===== src/rtl/sdr_wr_data_buf.sv =====
// ---------------------------------------------------------------------------
// sdr_wr_data_buf
//
// Write-data staging buffer that sits directly upstream of the SDRAM
// data-path stage. Host words and byte masks are queued in a small FIFO and
// released as a registered burst of BURST_LEN beats when the command path
// pulses BURST_START. Beats that find the FIFO empty are fully masked so the
// SDRAM never writes stale data, and they raise the sticky UNDERRUN flag.
//
// Optional feature (compile-time macro SDR_WBUF_FILL_LEVEL_EN):
//   defined   -> adds output FILL_LEVEL, the registered FIFO occupancy.
//   undefined -> FILL_LEVEL and its logic are absent.
//
// Ports:
//   CLK           system clock, rising edge
//   RESET         synchronous, active-high reset
//   WR_VALID      host word present
//   WR_DATA       host write data
//   WR_DM         host byte mask (1 = byte not written)
//   WR_READY      FIFO can accept a word (low during reset)
//   BURST_START   one-cycle pulse: begin a burst
//   BURST_LEN     beats in the burst, 1..8, sampled with BURST_START
//   DATAOUT       registered beat data to the data path
//   DMOUT         registered beat mask to the data path
//   BURST_ACTIVE  high in every beat cycle
//   BURST_DONE    high in the last beat cycle
//   UNDERRUN      sticky underrun flag
//   CLR_ERR       clears UNDERRUN (a same-cycle underrun wins)
//   fsm_state     current controller state (0 = IDLE, 1 = BURST)
//   FILL_LEVEL    FIFO occupancy (only with SDR_WBUF_FILL_LEVEL_EN)
//
// Handshake: a host word is transferred on every rising edge where
// WR_VALID && WR_READY; WR_READY does not depend on WR_VALID.
// ---------------------------------------------------------------------------
module sdr_wr_data_buf #(
   parameter int DATA_WIDTH = 32,
   parameter int DEPTH      = 8,
   parameter int PTR_BITS   = 3
) (
   input  logic                    CLK,
   input  logic                    RESET,
   input  logic                    WR_VALID,
   input  logic [DATA_WIDTH-1:0]   WR_DATA,
   input  logic [DATA_WIDTH/8-1:0] WR_DM,
   output logic                    WR_READY,
   input  logic                    BURST_START,
   input  logic [3:0]              BURST_LEN,
   output logic [DATA_WIDTH-1:0]   DATAOUT,
   output logic [DATA_WIDTH/8-1:0] DMOUT,
   output logic                    BURST_ACTIVE,
   output logic                    BURST_DONE,
   output logic                    UNDERRUN,
   input  logic                    CLR_ERR,
   output logic [0:0]              fsm_state
`ifdef SDR_WBUF_FILL_LEVEL_EN
   ,
   output logic [PTR_BITS:0]       FILL_LEVEL
`endif
);

   localparam int MASK_W = DATA_WIDTH / 8;
   localparam logic [PTR_BITS:0] FULL_COUNT = (PTR_BITS + 1)'(DEPTH);

   localparam logic [0:0] IDLE  = 1'b0;
   localparam logic [0:0] BURST = 1'b1;

   logic [DATA_WIDTH-1:0] mem_data [DEPTH];
   logic [MASK_W-1:0]     mem_dm   [DEPTH];
   logic [PTR_BITS-1:0]   wr_ptr;
   logic [PTR_BITS-1:0]   rd_ptr;
   logic [PTR_BITS:0]     count;

   logic [0:0] state;
   logic [3:0] beat_cnt;

   logic push;
   logic pop;
   logic beat;
   logic underrun_now;
   logic len_ok;

   assign WR_READY     = !RESET && (count != FULL_COUNT);
   assign push         = WR_VALID && WR_READY;
   assign beat         = (state == BURST);
   // No bypass: occupancy before the edge decides, so a word pushed in the
   // same cycle as a beat on an empty FIFO is not seen by that beat.
   assign pop          = beat && (count != '0);
   assign underrun_now = beat && (count == '0);
   assign len_ok       = (BURST_LEN != 4'd0) && (BURST_LEN <= 4'd8);
   assign fsm_state    = state;

`ifdef SDR_WBUF_FILL_LEVEL_EN
   assign FILL_LEVEL = count;
`endif

   // Storage has no reset; only pointers and count define validity.
   always_ff @(posedge CLK) begin
      if (push) begin
         mem_data[wr_ptr] <= WR_DATA;
         mem_dm[wr_ptr]   <= WR_DM;
      end
   end

   always_ff @(posedge CLK) begin
      if (RESET) begin
         wr_ptr       <= '0;
         rd_ptr       <= '0;
         count        <= '0;
         state        <= IDLE;
         beat_cnt     <= '0;
         DATAOUT      <= '0;
         DMOUT        <= '1;
         BURST_ACTIVE <= 1'b0;
         BURST_DONE   <= 1'b0;
         UNDERRUN     <= 1'b0;
      end else begin
         if (push) wr_ptr <= wr_ptr + 1'b1;
         if (pop)  rd_ptr <= rd_ptr + 1'b1;
         case ({push, pop})
            2'b10:   count <= count + 1'b1;
            2'b01:   count <= count - 1'b1;
            default: count <= count;
         endcase

         BURST_ACTIVE <= beat;
         BURST_DONE   <= beat && (beat_cnt == 4'd1);

         // DATAOUT holds on underrun beats and outside bursts; the mask
         // alone protects the SDRAM there.
         if (pop) begin
            DATAOUT <= mem_data[rd_ptr];
            DMOUT   <= mem_dm[rd_ptr];
         end else begin
            DMOUT   <= '1;
         end

         if (underrun_now)  UNDERRUN <= 1'b1;
         else if (CLR_ERR)  UNDERRUN <= 1'b0;

         case (state)
            IDLE: begin
               if (BURST_START && len_ok) begin
                  state    <= BURST;
                  beat_cnt <= BURST_LEN;
               end
            end
            default: begin
               // BURST_START is ignored here; the loaded length runs out.
               beat_cnt <= beat_cnt - 1'b1;
               if (beat_cnt == 4'd1) state <= IDLE;
            end
         endcase
      end
   end

endmodule


===== config.mk =====
export PLATFORM = sky130hd
export DESIGN_NAME = sdr_wr_data_buf
export DESIGN_NICKNAME = d
export VERILOG_FILES = /design/src/rtl/sdr_wr_data_buf.sv
export SDC_FILE = /design/constraint.sdc
export NUM_CORES = 1
export LEC_CHECK = 0
export CAP_MARGIN = 20
export CORE_ASPECT_RATIO = 1.25
export CORE_UTILIZATION = 63
export DETAILED_ROUTE_END_ITERATION = 10
export PLACE_DENSITY = 0.88
export SYNTH_ARGS = -nofsm -noshare
export SYNTH_HDL_FRONTEND = slang
export SYNTH_SLANG_ARGS = --single-unit

===== constraint.sdc =====
create_clock -name CLK -period 16.9 [get_ports CLK]
set_input_delay 5.07 -clock CLK [delete_from_list [all_inputs] [get_ports CLK]]
set_output_delay 5.07 -clock CLK [all_outputs]
set_load 0.005 [all_outputs]

Word level (Yosys, flattened, before mapping)
Memories as Yosys holds them, arrays and structs flattened. A register that Yosys moved wholly into a read port is not among the register bits. Cells that the tools add are included.

$add $sub $neg: 5. $lt $le $gt $ge: 1. Equality and inequality tests: 4. Muxes and demuxes: 10. Bitwise logic cells: 1. Reductions and logical operators: 15.

Operators with widths (count): 2-to-1 mux 4 bit (2); one-hot mux 4 bit (2 select lines) (1); nonzero test 4 bit (2); subtractor 4 x 1 -> 4 bit, second input constant (2); logical AND 1 bit (7); 2-to-1 mux 1 bit (7); adder 3 x 1 -> 3 bit, second input constant (2); nonzero test 2 bit (3); adder 4 x 1 -> 4 bit, second input constant (1); == test 4 x 1 -> 1 bit, second input constant (1); <= comparator 4 bit, second input constant (1); zero test 4 bit (1); != test 4 bit, second input constant (1); == test 2 x 1 -> 1 bit, second input constant (1); == test 2 bit, second input constant (1); OR reduction 2 bit (1); zero test 1 bit (1); inverter 1 bit (1).

Register bits after elaboration: 18. Bits in writable memories: 288. Input bits: 45. Word-level logic and storage cells: 46. Memories kept: 2.

Memory list: mem_data (words 8, width 32, read ports 1, clocked after Yosys merged registers in 1, write ports 1, line 67) `logic [DATA_WIDTH-1:0] mem_data [DEPTH];`; mem_dm (words 8, width 4, read ports 1, clocked after Yosys merged registers in 1, write ports 1, line 68) `logic [MASK_W-1:0] mem_dm [DEPTH];`.

Logic depth before layout (Yosys ltp)
Gate-level depths: netlist (run 1).

Word-level depth: 5. Depth in mapped cells: 10. Depth with buffers taken out: 9.

Least setup slack after synthesis (run 1)
No wires, ideal clock.

Path type: input -> output. Start point: input RESET. End point: output WR_READY. Data arrival time: 5.559 ns. Path slack: 6.271 ns. Cell stages on the path: 3. Path buffers: 1. Cell sequence: clkbuf_1 inv_2 and2_4.

Word-level cells in the longest chain between the ends: 2.

RTL lines: start, declared (line 41) `input logic RESET,`; zero test 1 bit (line 82) `assign WR_READY = !RESET && (count != FULL_COUNT);`; logical AND 1 bit (line 82); end, declared (line 45) `output logic WR_READY,`.

No other way between the ends.

Worst setup path in the final report (run 1)
Same ends and word-level chain as after synthesis.

==> key figures, run 1 <==
Place
  – Dpl cells: 981
  – Placed cell areas: 13900 um2
  – HPWL Detailed: 14.3 mm
  – Port bufs: 85
  – RD Place Congestion: 0.724

Detailed routing
  – Routed Antenna Nets: 0
  – Via density per instance: 6.58
  – Vias: 6830
  – Drt pass-1 iters: 5
  – Routed WL per cell: 27.6 um
  – Residual DRC: 0
  – Total Wirelength: 28.6 mm
  – DR iter-0 viols: 684

Clock tree
  – CTS resizes: 0
  – Root buffer cell: clkbuf_16
  – CTS tree: built
  – # clock sinks: 342
  – H-tree levels: 1
  – Later-pin clock latency in the skew report: 0.56 ns
  – CTS clk-pin slew, worst paths: 0.06 ns
  – TritonCTS buffer count: 31
  – Hold_buf cts: 0
  – Clock Path Buffers: 3
  – Number of post-CTS setup repair buffers: 0

Hold path
  – Hold Path Sink: DATAOUT[6]$_SDFFE_PP0P_
  – Hold Crit Start: DATAOUT[6]$_SDFFE_PP0P_
  – Worst hold path class: reg -> reg
  – WHS Path Cells: 2

Die
  – Cell Rows: 57
  – Num ports: 86
  – Chip height: 161 um
  – Die width: 130 um
  – CORE AREA: 19700 um2
  – Initial Util: 65.1%
  – Die area: 20900 um2

Power
  – Seq pwr share: 53.3%
  – Net Switching: 367 uW
  – PD cells: 119 nW/um2
  – Clk pwr share: 41.3%
  – Cell-internal power: 1.41 mW
  – Combinational Power Share: 5.4%
  – Worst vdd ir: 0.0912 mV
  – Switching Fraction: 20.7%
  – Leakage: 4.72 nW

Synthesis
  – Mapped cell area: 12800 um2
  – Post-Synthesis Cells: 653
  – Seq/Total Area, Yosys: 75.9%
  – Ys Warns: 0
  – #FFs+latches synth: 342
  – Mapped Nets: 705
  – Syn_area_per_cell: 19.6 um2
  – Netlist cell types: 46

Layout
  – Post-route cell area: 15000 um2
  – Share of layout cells above drive strength 1: 19.7%
  – Antenna cells: 0
  – Final std cells w/o fill: 1038
  – Area Overhead vs Synth: 16.8%
  – Nets@finish: 801

STA
  – Setup TNS: 0 ns
  – Post-route minimum period: 12.47 ns
  – Fmax: 0.0802 GHz
  – Clock skew: 0.0114 ns
  – Worst Tran Pin Value: 1.11 ns
  – Finish-stage setup viols: 0
  – Slew headroom: 26.1%
  – RSZ-0062 raised after global routing: false
  – Final period utilization: 73.8%
  – Final hold violations: 0
  – Max-slew violation count: 0

Setup path
  – Worst flop-to-flop path endpoint: count[3]$_SDFFE_PP0P_
  – Setup Crit Path Kind: in -> out
  – Critical path launch point: RESET
  – Worst stage delay on the critical path: 0.77 ns
  – Worst setup SP type: primary input
  – Critical path's most frequent cell: clkdlybuf4s50_1
  – Element type at the critical path end: output pin
  – Reg-to-reg slack, setup: 14.16 ns
  – WP data required: 11.83 ns
  – CP Max Fanout: 37
  – Worst R2R Path Depth: 7
  – R2R Path Start: count[1]$_SDFFE_PP0P_
  – WP data arrival: 7.40 ns
  – Slowest-stage cell, CP: inv_2
  – Crit-path cells: clkdlybuf4s50_1 > inv_2 > and2_4 > clkdlybuf4s50_1

Job
  – Max cap viols: 0

Global route
  – Initial antenna violation count: 0
  – Largest net degree at the start of global routing: 75
  – Vias in the first global route: 7143
  – Total GRT Usage: 28.9%
  – First-pass GRT wire length: 43.1 mm
  – Grt total ovfl: 0

Run status
  – Status: completed
==> layout make-up <==
class / count / area [um2]
tap: 265 / 332
timing repair buffer: 97 / 945
clock buffer: 36 / 795
multi-input combinational: 272 / 2880
clock inverter: 21 / 260
sequential: 342 / 9740
fill: 1050 / 4720
inverter: 5 / 18.8
==> logic make-up (layout without fill, tap and decap cells) <==
logic type / count (synthesis) / after routing / synth area share (%)
flip-flops: 342 / 342 / 75.9
multiplexers: 77 / 77 / 13.0
adder cells (fa/ha/maj): 7 / 7 / 0.683
AO/OA/AOI/OAI: 84 / 84 / 3.88
XOR/XNOR: 8 / 8 / 0.547
buffers and inverters: 39 / 159 / 2.03
AND/OR/NAND/NOR: 96 / 96 / 3.91
==> critical path: cells and delay by family <==
kind,cells,cell delay [ns]
buffers and inverters,3,2.01
AND/OR/NAND/NOR,1,0.31
==> stage by stage <==
step	setup slack [ns]	hold slack (ns)	power [mW]	utilization [%]
global placement	4.52	0.486	1.05	70.6
detailed placement	4.44	0.492	1.06	70.7
global route	4.31	0.526	1.82	76.0
finish	4.43	0.505	1.77	76.0
CTS	4.40	0.507	1.78	76.0
floorplan	6.27	0.477	1.01	-
==> cell usage after synthesis, drive strengths merged <==
library cell	instances	share of area [%]
or2	1	0.049
a21oi	39	1.5
buf	22	1.5
nor2b	2	0.098
nor3	6	0.23
mux2i	5	0.39
nand2b	6	0.35
xnor2	2	0.14
o21a	1	0.059
nand2	13	0.51
nand3b	1	0.059
nor4	4	0.20
nand3	6	0.27
or3	2	0.098
dfxtp	54	8.4
nor4b	3	0.25
edfxtp	288	67
and2	1	0.068
o31a	1	0.068
inv	5	0.15
a211o	1	0.068
clkbuf	12	0.35
xor2	6	0.41
nor2	47	1.4
or4b	1	0.11
o22ai	32	1.6
a221oi	1	0.068
o31ai	1	0.059
nor4bb	1	0.078
a31oi	1	0.049
ha	7	0.68
a211oi	1	0.059
o21ai	5	0.20
mux4	72	13
and4	1	0.088
nand4	1	0.049
o41a	1	0.17
==> worst max-delay path by stage <==
stage | to | slack (ns)
after detailed placement | WR_READY | 4.44
final | WR_READY | 4.43
after floorplan | WR_READY | 6.27
after global routing | WR_READY | 4.31
after CTS | WR_READY | 4.40
after global placement | WR_READY | 4.52
==> cell usage in the layout, fill, tap and decap left out, drive strengths merged, types with 2 or more instances in the layout <==
cell type,n
inv,6
nand2b,6
xnor2,2
bufinv,6
clkinvlp,3
clkinv,11
ha,7
dfxtp,54
nand2,13
buf,12
nor2,47
nor2b,2
clkbuf,36
mux2i,5
xor2,6
nor4b,3
clkdlybuf4s50,85
edfxtp,288
nor3,6
or3,2
o21ai,5
nand3,6
a21oi,39
nor4,4
o22ai,32
mux4,72
==> routing by layer <==
layer	track usage, %	part of all wire, %
met1	37.8	37
met2	47.8	52
met3	4.24	7.4
met4	14.2	3.8
met5	0	0
==> registers in the layout, indices dropped and copies added (netlist names) <==
name	cells
DATAOUT	32
DMOUT	4
BURST_ACTIVE	1
rd_ptr	3
wr_ptr	3
mem_data	256
beat_cnt	4
fsm_state	1
BURST_DONE	1
UNDERRUN	1
count	4
mem_dm	32
==> power groups by stage <==
stage,Combinational (mW),Sequential [mW],Clock (mW)
floorplan,0.0543,0.958,0
CTS,0.0958,0.946,0.738
finish,0.0960,0.946,0.733
global route,0.103,0.948,0.770
global placement,0.0875,0.961,0
detailed placement,0.0933,0.964,0
Note: power is estimated with default switching activity, not from simulation.
==> run 2: changes to the inputs <==
Settings changed: CORE_UTILIZATION 63 to 53, PLACE_DENSITY 0.88 to 0.8.
Clock period 16.9 ns to 10.87 ns, I/O delays scaled along.
==> key figures, run 2 (synthesis gave the netlist of run 1 again) <==
Setup path
  – Critical path's most frequent cell: clkdlybuf4s50_1
  – R2R Path Start: count[1]$_SDFFE_PP0P_
  – Critical path launch point: RESET
  – Element type at the critical path end: output pin
  – Worst setup SP type: primary input
  – Crit-path cells: clkdlybuf4s50_1 > inv_2 > and2_4 > clkdlybuf4s50_1
  – WP data required: 7.61 ns (-4.22 ns)
  – Worst stage delay on the critical path: 0.76 ns (about the same)
  – CP Max Fanout: 37 (unchanged)
  – Slowest-stage cell, CP: inv_2
  – WP data arrival: 5.56 ns (-1.84 ns)
  – Setup Crit Path Kind: in -> out

Detailed routing
  – Vias: 6513 (-4.6%)
  – Residual DRC: 0 (unchanged)
  – Via density per instance: 5.95 (-9.5%)
  – DR iter-0 viols: 671 (-1.9%)
  – Total Wirelength: 25.5 mm (-11%)
  – Routed WL per cell: 23.3 um (-15%)
  – Drt pass-1 iters: 4 (-1)
  – Routed Antenna Nets: 0 (unchanged)

STA
  – Setup ws final: 2.05 ns (-2.38 ns)
  – Final period utilization: 81.2%
  – Clock skew: 0.0184 ns (+0.00699 ns)
  – Final hold violations: 0 (unchanged)
  – Max-slew violation count: 0 (unchanged)
  – RSZ-0062 raised after global routing: false
  – Setup TNS: 0 ns (unchanged)
  – Finish-stage setup viols: 0 (unchanged)
  – Slew headroom: 27.2% (+1.1 points)
  – Fmax: 0.113 GHz
  – Post-route minimum period: 8.82 ns
  – Worst Tran Pin Value: 1.09 ns (-0.0165 ns)

Layout
  – Nets@finish: 797 (-0.50%)
  – Flip-flop count of the largest register after layout: 256 (unchanged)
  – Antenna cells: 0 (unchanged)
  – Most frequent cells in the layout: 288 x edfxtp_1, 85 x clkdlybuf4s50_1, 72 x mux4_2
  – Area Overhead vs Synth: 16.7% (about the same)
  – Largest register by flop count: mem_data
  – Most common cell after layout, fill and taps aside: edfxtp_1
  – Share of layout cells above drive strength 1: 19.8% (+0.10 points)
  – Regs by FF count: mem_data: 256 flops, DATAOUT: 32 flops, mem_dm: 32 flops
  – Final std cells w/o fill: 1094 (+5.4%)
  – Filler Cells Inserted: 1541 (+47%)

Clock tree
  – CTS clk-pin slew, worst paths: 0.06 ns (about the same)
  – CTS tree: built
  – Hold_buf cts: 0 (unchanged)
  – TritonCTS buffer count: 30 (-3.2%)
  – Later-pin clock latency in the skew report: 0.55 ns (about the same)
  – Clock Path Buffers: 3 (unchanged)
  – CTS resizes: 0 (unchanged)
  – # clock sinks: 342 (unchanged)
  – Root buffer cell: clkbuf_16
  – H-tree levels: 1 (unchanged)
  – Number of post-CTS setup repair buffers: 0 (unchanged)

Power
  – Worst vdd ir: 0.124 mV (+36%)
  – PD cells: 179 nW/um2 (+51%)
  – Total Power: 2.67 mW (+51%)
  – Leakage: 4.69 nW (-0.57%)

Place
  – Port bufs: 85 (unchanged)
  – Post-Place Setup Slack: 2.05 ns (-2.39 ns)
  – RD Place Congestion: 0.750 (+3.7%)
  – Dpl cells: 1038 (+5.8%)
  – HPWL Detailed: 13.6 mm (-5.2%)

Die
  – Cell Rows: 63 (+11%)
  – Initial Util: 54.0% (-11 points)
  – CORE AREA: 23700 um2 (+21%)
  – Die width: 141 um (+8.9%)
  – Chip height: 176 um (+8.9%)
  – Die area: 24800 um2 (+19%)
  – Num ports: 86 (unchanged)

Global route
  – Largest net degree at the start of global routing: 75 (unchanged)
  – First-pass GRT wire length: 39.1 mm (-9.2%)
  – Initial antenna violation count: 0 (unchanged)
  – Grt total ovfl: 0 (unchanged)
  – Total GRT Usage: 21.2% (-7.6 points)
  – Vias in the first global route: 6974 (-2.4%)

Job
  – Max cap viols: 0 (unchanged)

Hold path
  – Worst hold path class: reg -> reg
  – Hold Crit Start: DATAOUT[5]$_SDFFE_PP0P_

Run status
  – Status: completed
-- run 2: cell count changes in the layout (fill, tap and decap cells not counted), sizes merged --
cell | before | now
clkinvlp | 3 | 1
clkinv | 11 | 15
buf | 12 | 9
bufinv | 6 | 3
-- run 2: power breakdown --
part           switching [mW]  internal, mW  leakage, nW  total [mW]
Combinational          0.0690        0.0740         1.15       0.143
Sequential             0.0234          1.45         3.04        1.47
Clock                   0.453         0.606        0.499        1.06
-- run 2: path summary, 6_finish.rpt --
| kind | slack, ns | to | cells past startpoint |
|---|---|---|---|
| worst max-delay path | 2.05 | WR_READY | 4 |
| worst min-delay path | 0.51 | DATAOUT[5]$_SDFFE_PP0P_ | 2 |
| worst max register to register | 8.21 | count[2]$_SDFFE_PP0P_ | 9 |
| worst min register to register | 0.51 | DATAOUT[5]$_SDFFE_PP0P_ | 2 |
-- run 2: layout make-up --
class / count / area, um2 / area share [%]
clock buffer: 36 / 815 / 5.45
sequential: 342 / 9740 / 65.1
tap: 325 / 407 / 2.72
inverter: 5 / 18.8 / 0.125
timing repair buffer: 94 / 918 / 6.14
multi-input combinational: 272 / 2880 / 19.3
clock inverter: 20 / 181 / 1.21
-- run 2: metrics by stage --
| step | hold WS [ns] | utilization, % | area, um2 |
|---|---|---|---|
| final | 0.509 | 63.0 | 15000 |
| after detailed placement | 0.496 | 58.8 | 14000 |
| after CTS | 0.513 | 63.0 | 15000 |
| after floorplan | 0.477 | - | 12800 |
| after global routing | 0.539 | 63.0 | 15000 |
| after global placement | 0.487 | 58.8 | 14000 |
-- run 2: metal layers --
metal,vias to the layer above,track usage [%],wire length [um]
li1,2830,-,-
met1,3350,25.7,9290
met2,280,38.5,14000
met3,53,2.89,1500
met4,0,8.42,678
met5,-,0,0
-- run 2: worst max-delay path, delay by kind of cell --
| kind | cells | cell delay [ns] |
|---|---|---|
| simple gates | 1 | 0.30 |
| buf+inv | 3 | 2.00 |
==> run 3: changes to the inputs <==
Clock period 10.87 ns to 7.37 ns, I/O delays scaled along.
==> key figures, run 3 (synthesis gave the netlist of run 1 again) <==
Detailed routing
  – Via density per instance: 5.92 (-0.57%)
  – Routed WL per cell: 23.4 um (+0.39%)
  – Vias: 6482 (-0.48%)
  – Residual DRC: 0 (unchanged)
  – Total Wirelength: 25.6 mm (+0.48%)
  – Drt pass-1 iters: 5 (+1)
  – Routed Antenna Nets: 0 (unchanged)
  – DR iter-0 viols: 497 (-26%)

Layout
  – Area of the multi-input gates: 2880 um2 (unchanged)
  – Nets@finish: 798 (+0.13%)
  – Most frequent cells in the layout: 288 x edfxtp_1, 85 x clkdlybuf4s50_1, 72 x mux4_2
  – Most common cell after layout, fill and taps aside: edfxtp_1
  – Area Overhead vs Synth: 16.8% (about the same)
  – Filler Cells Inserted: 1531 (-0.65%)
  – Regs by FF count: mem_data: 256 flops, DATAOUT: 32 flops, mem_dm: 32 flops
  – Largest register by flop count: mem_data
  – Reg area: 9740 um2 (unchanged)
  – Flip-flop count of the largest register after layout: 256 (unchanged)
  – Share of layout cells above drive strength 1: 19.1% (-0.68 points)
  – Antenna cells: 0 (unchanged)

STA
  – Max-slew violation count: 0 (unchanged)
  – Clock skew: 0.0160 ns (-0.00239 ns)
  – Final hold violations: 0 (unchanged)
  – Worst Tran Pin Value: 1.13 ns (+0.0347 ns)
  – Final period utilization: 80.8%
  – Setup TNS: 0 ns (unchanged)
  – Fmax: 0.168 GHz
  – Post-route minimum period: 5.95 ns
  – Setup ws final: 1.42 ns (-0.627 ns)
  – RSZ-0062 raised after global routing: false
  – Finish-stage setup viols: 0 (unchanged)
  – Slew headroom: 24.9% (-2.3 points)

Clock tree
  – Number of post-CTS setup repair buffers: 0 (unchanged)
  – Clock Path Buffers: 3 (unchanged)
  – Later-pin clock latency in the skew report: 0.55 ns (about the same)
  – CTS resizes: 0 (unchanged)
  – CTS clk-pin slew, worst paths: 0.06 ns (about the same)
  – H-tree levels: 1 (unchanged)
  – TritonCTS buffer count: 30 (unchanged)
  – CTS tree: built
  – # clock sinks: 342 (unchanged)
  – Hold_buf cts: 0 (unchanged)
  – Root buffer cell: clkbuf_16

Setup path
  – WP data required: 5.16 ns (-2.45 ns)
  – CP Max Fanout: 17 (-54%)
  – Worst setup SP type: primary input
  – Element type at the critical path end: output pin
  – Setup Crit Path Kind: in -> out
  – WP data arrival: 3.74 ns (-1.82 ns)

Global route
  – Grt total ovfl: 0 (unchanged)
  – Total GRT Usage: 21.2% (-0.098 points)
  – Vias in the first global route: 6840 (-1.9%)
  – Initial antenna violation count: 0 (unchanged)
  – Largest net degree at the start of global routing: 75 (unchanged)
  – First-pass GRT wire length: 38.9 mm (-0.44%)

Die
  – Initial Util: 54.0% (unchanged)
  – Chip height: 176 um (unchanged)
  – Cell Rows: 63 (unchanged)
  – Die width: 141 um (unchanged)
  – Die area: 24800 um2 (unchanged)
  – CORE AREA: 23700 um2 (unchanged)
  – Num ports: 86 (unchanged)

Place
  – HPWL Detailed: 13.6 mm (+0.51%)
  – Port bufs: 85 (unchanged)
  – Post-Place Setup Slack: 1.41 ns (-0.639 ns)
  – RD Place Congestion: 0.698 (-6.9%)

Run status
  – Status: completed

Power
  – PD cells: 264 nW/um2 (+47%)
  – Worst vdd ir: 0.183 mV (+48%)
  – Total Power: 3.95 mW (+48%)
  – Leakage: 4.67 nW (-0.34%)

Job
  – Max cap viols: 0 (unchanged)

Hold path
  – Worst hold path class: reg -> reg
## run 3: routing by layer
metal  part of all wire (%)  vias up  global-route usage, %
met3                    6.8       45                   3.11
met1                     38     3341                   26.3
met4                    2.7        0                   8.20
met2                     53      270                   37.3
li1                       -     2826                      -
met5                      0        -                      0
## run 3: worst max-delay path, cell delays in order
cell	delay [ns]
clkdlybuf4s50_1	0.71
inv_2	0.16
and2_4	0.17
clkdlybuf4s50_1	0.49
## run 3: layout make-up
class,instances,area share [%]
Tap cell,325,2.72
Sequential cell,342,65.1
Clock inverter,14,1.01
Clock buffer,42,5.66
Timing Repair Buffer,95,6.19
Inverter,5,0.125
Multi-Input combinational cell,272,19.2
## run 3: power by group
part           switching (mW)  internal (mW)
clock network           0.659          0.906
logic                   0.104          0.109
registers              0.0308           2.14
## run 3: final timing paths
kind / startpoint / to / slack (ns) / depth (start not counted)
worst min-delay path: DATAOUT[10]$_SDFFE_PP0P_ / DATAOUT[10]$_SDFFE_PP0P_ / 0.51 / 2
worst max-delay path: RESET / WR_READY / 1.42 / 4
worst min register to register: DATAOUT[10]$_SDFFE_PP0P_ / DATAOUT[10]$_SDFFE_PP0P_ / 0.51 / 2
worst max register to register: rd_ptr[0]$_SDFFE_PP0P_ / DATAOUT[25]$_SDFFE_PP0P_ / 4.68 / 4
## run 3: metrics by stage
step                      hold WS, ns  util [%]  cell area (um2)  std cells
after floorplan                 0.477         -            12800        653
after global placement          0.485      58.9            14000       1039
after detailed placement        0.488      58.9            14000       1039
after CTS                       0.509      63.1            15000       1095
after global routing            0.537      63.1            15000       1095
final                           0.510      63.1            15000       1095
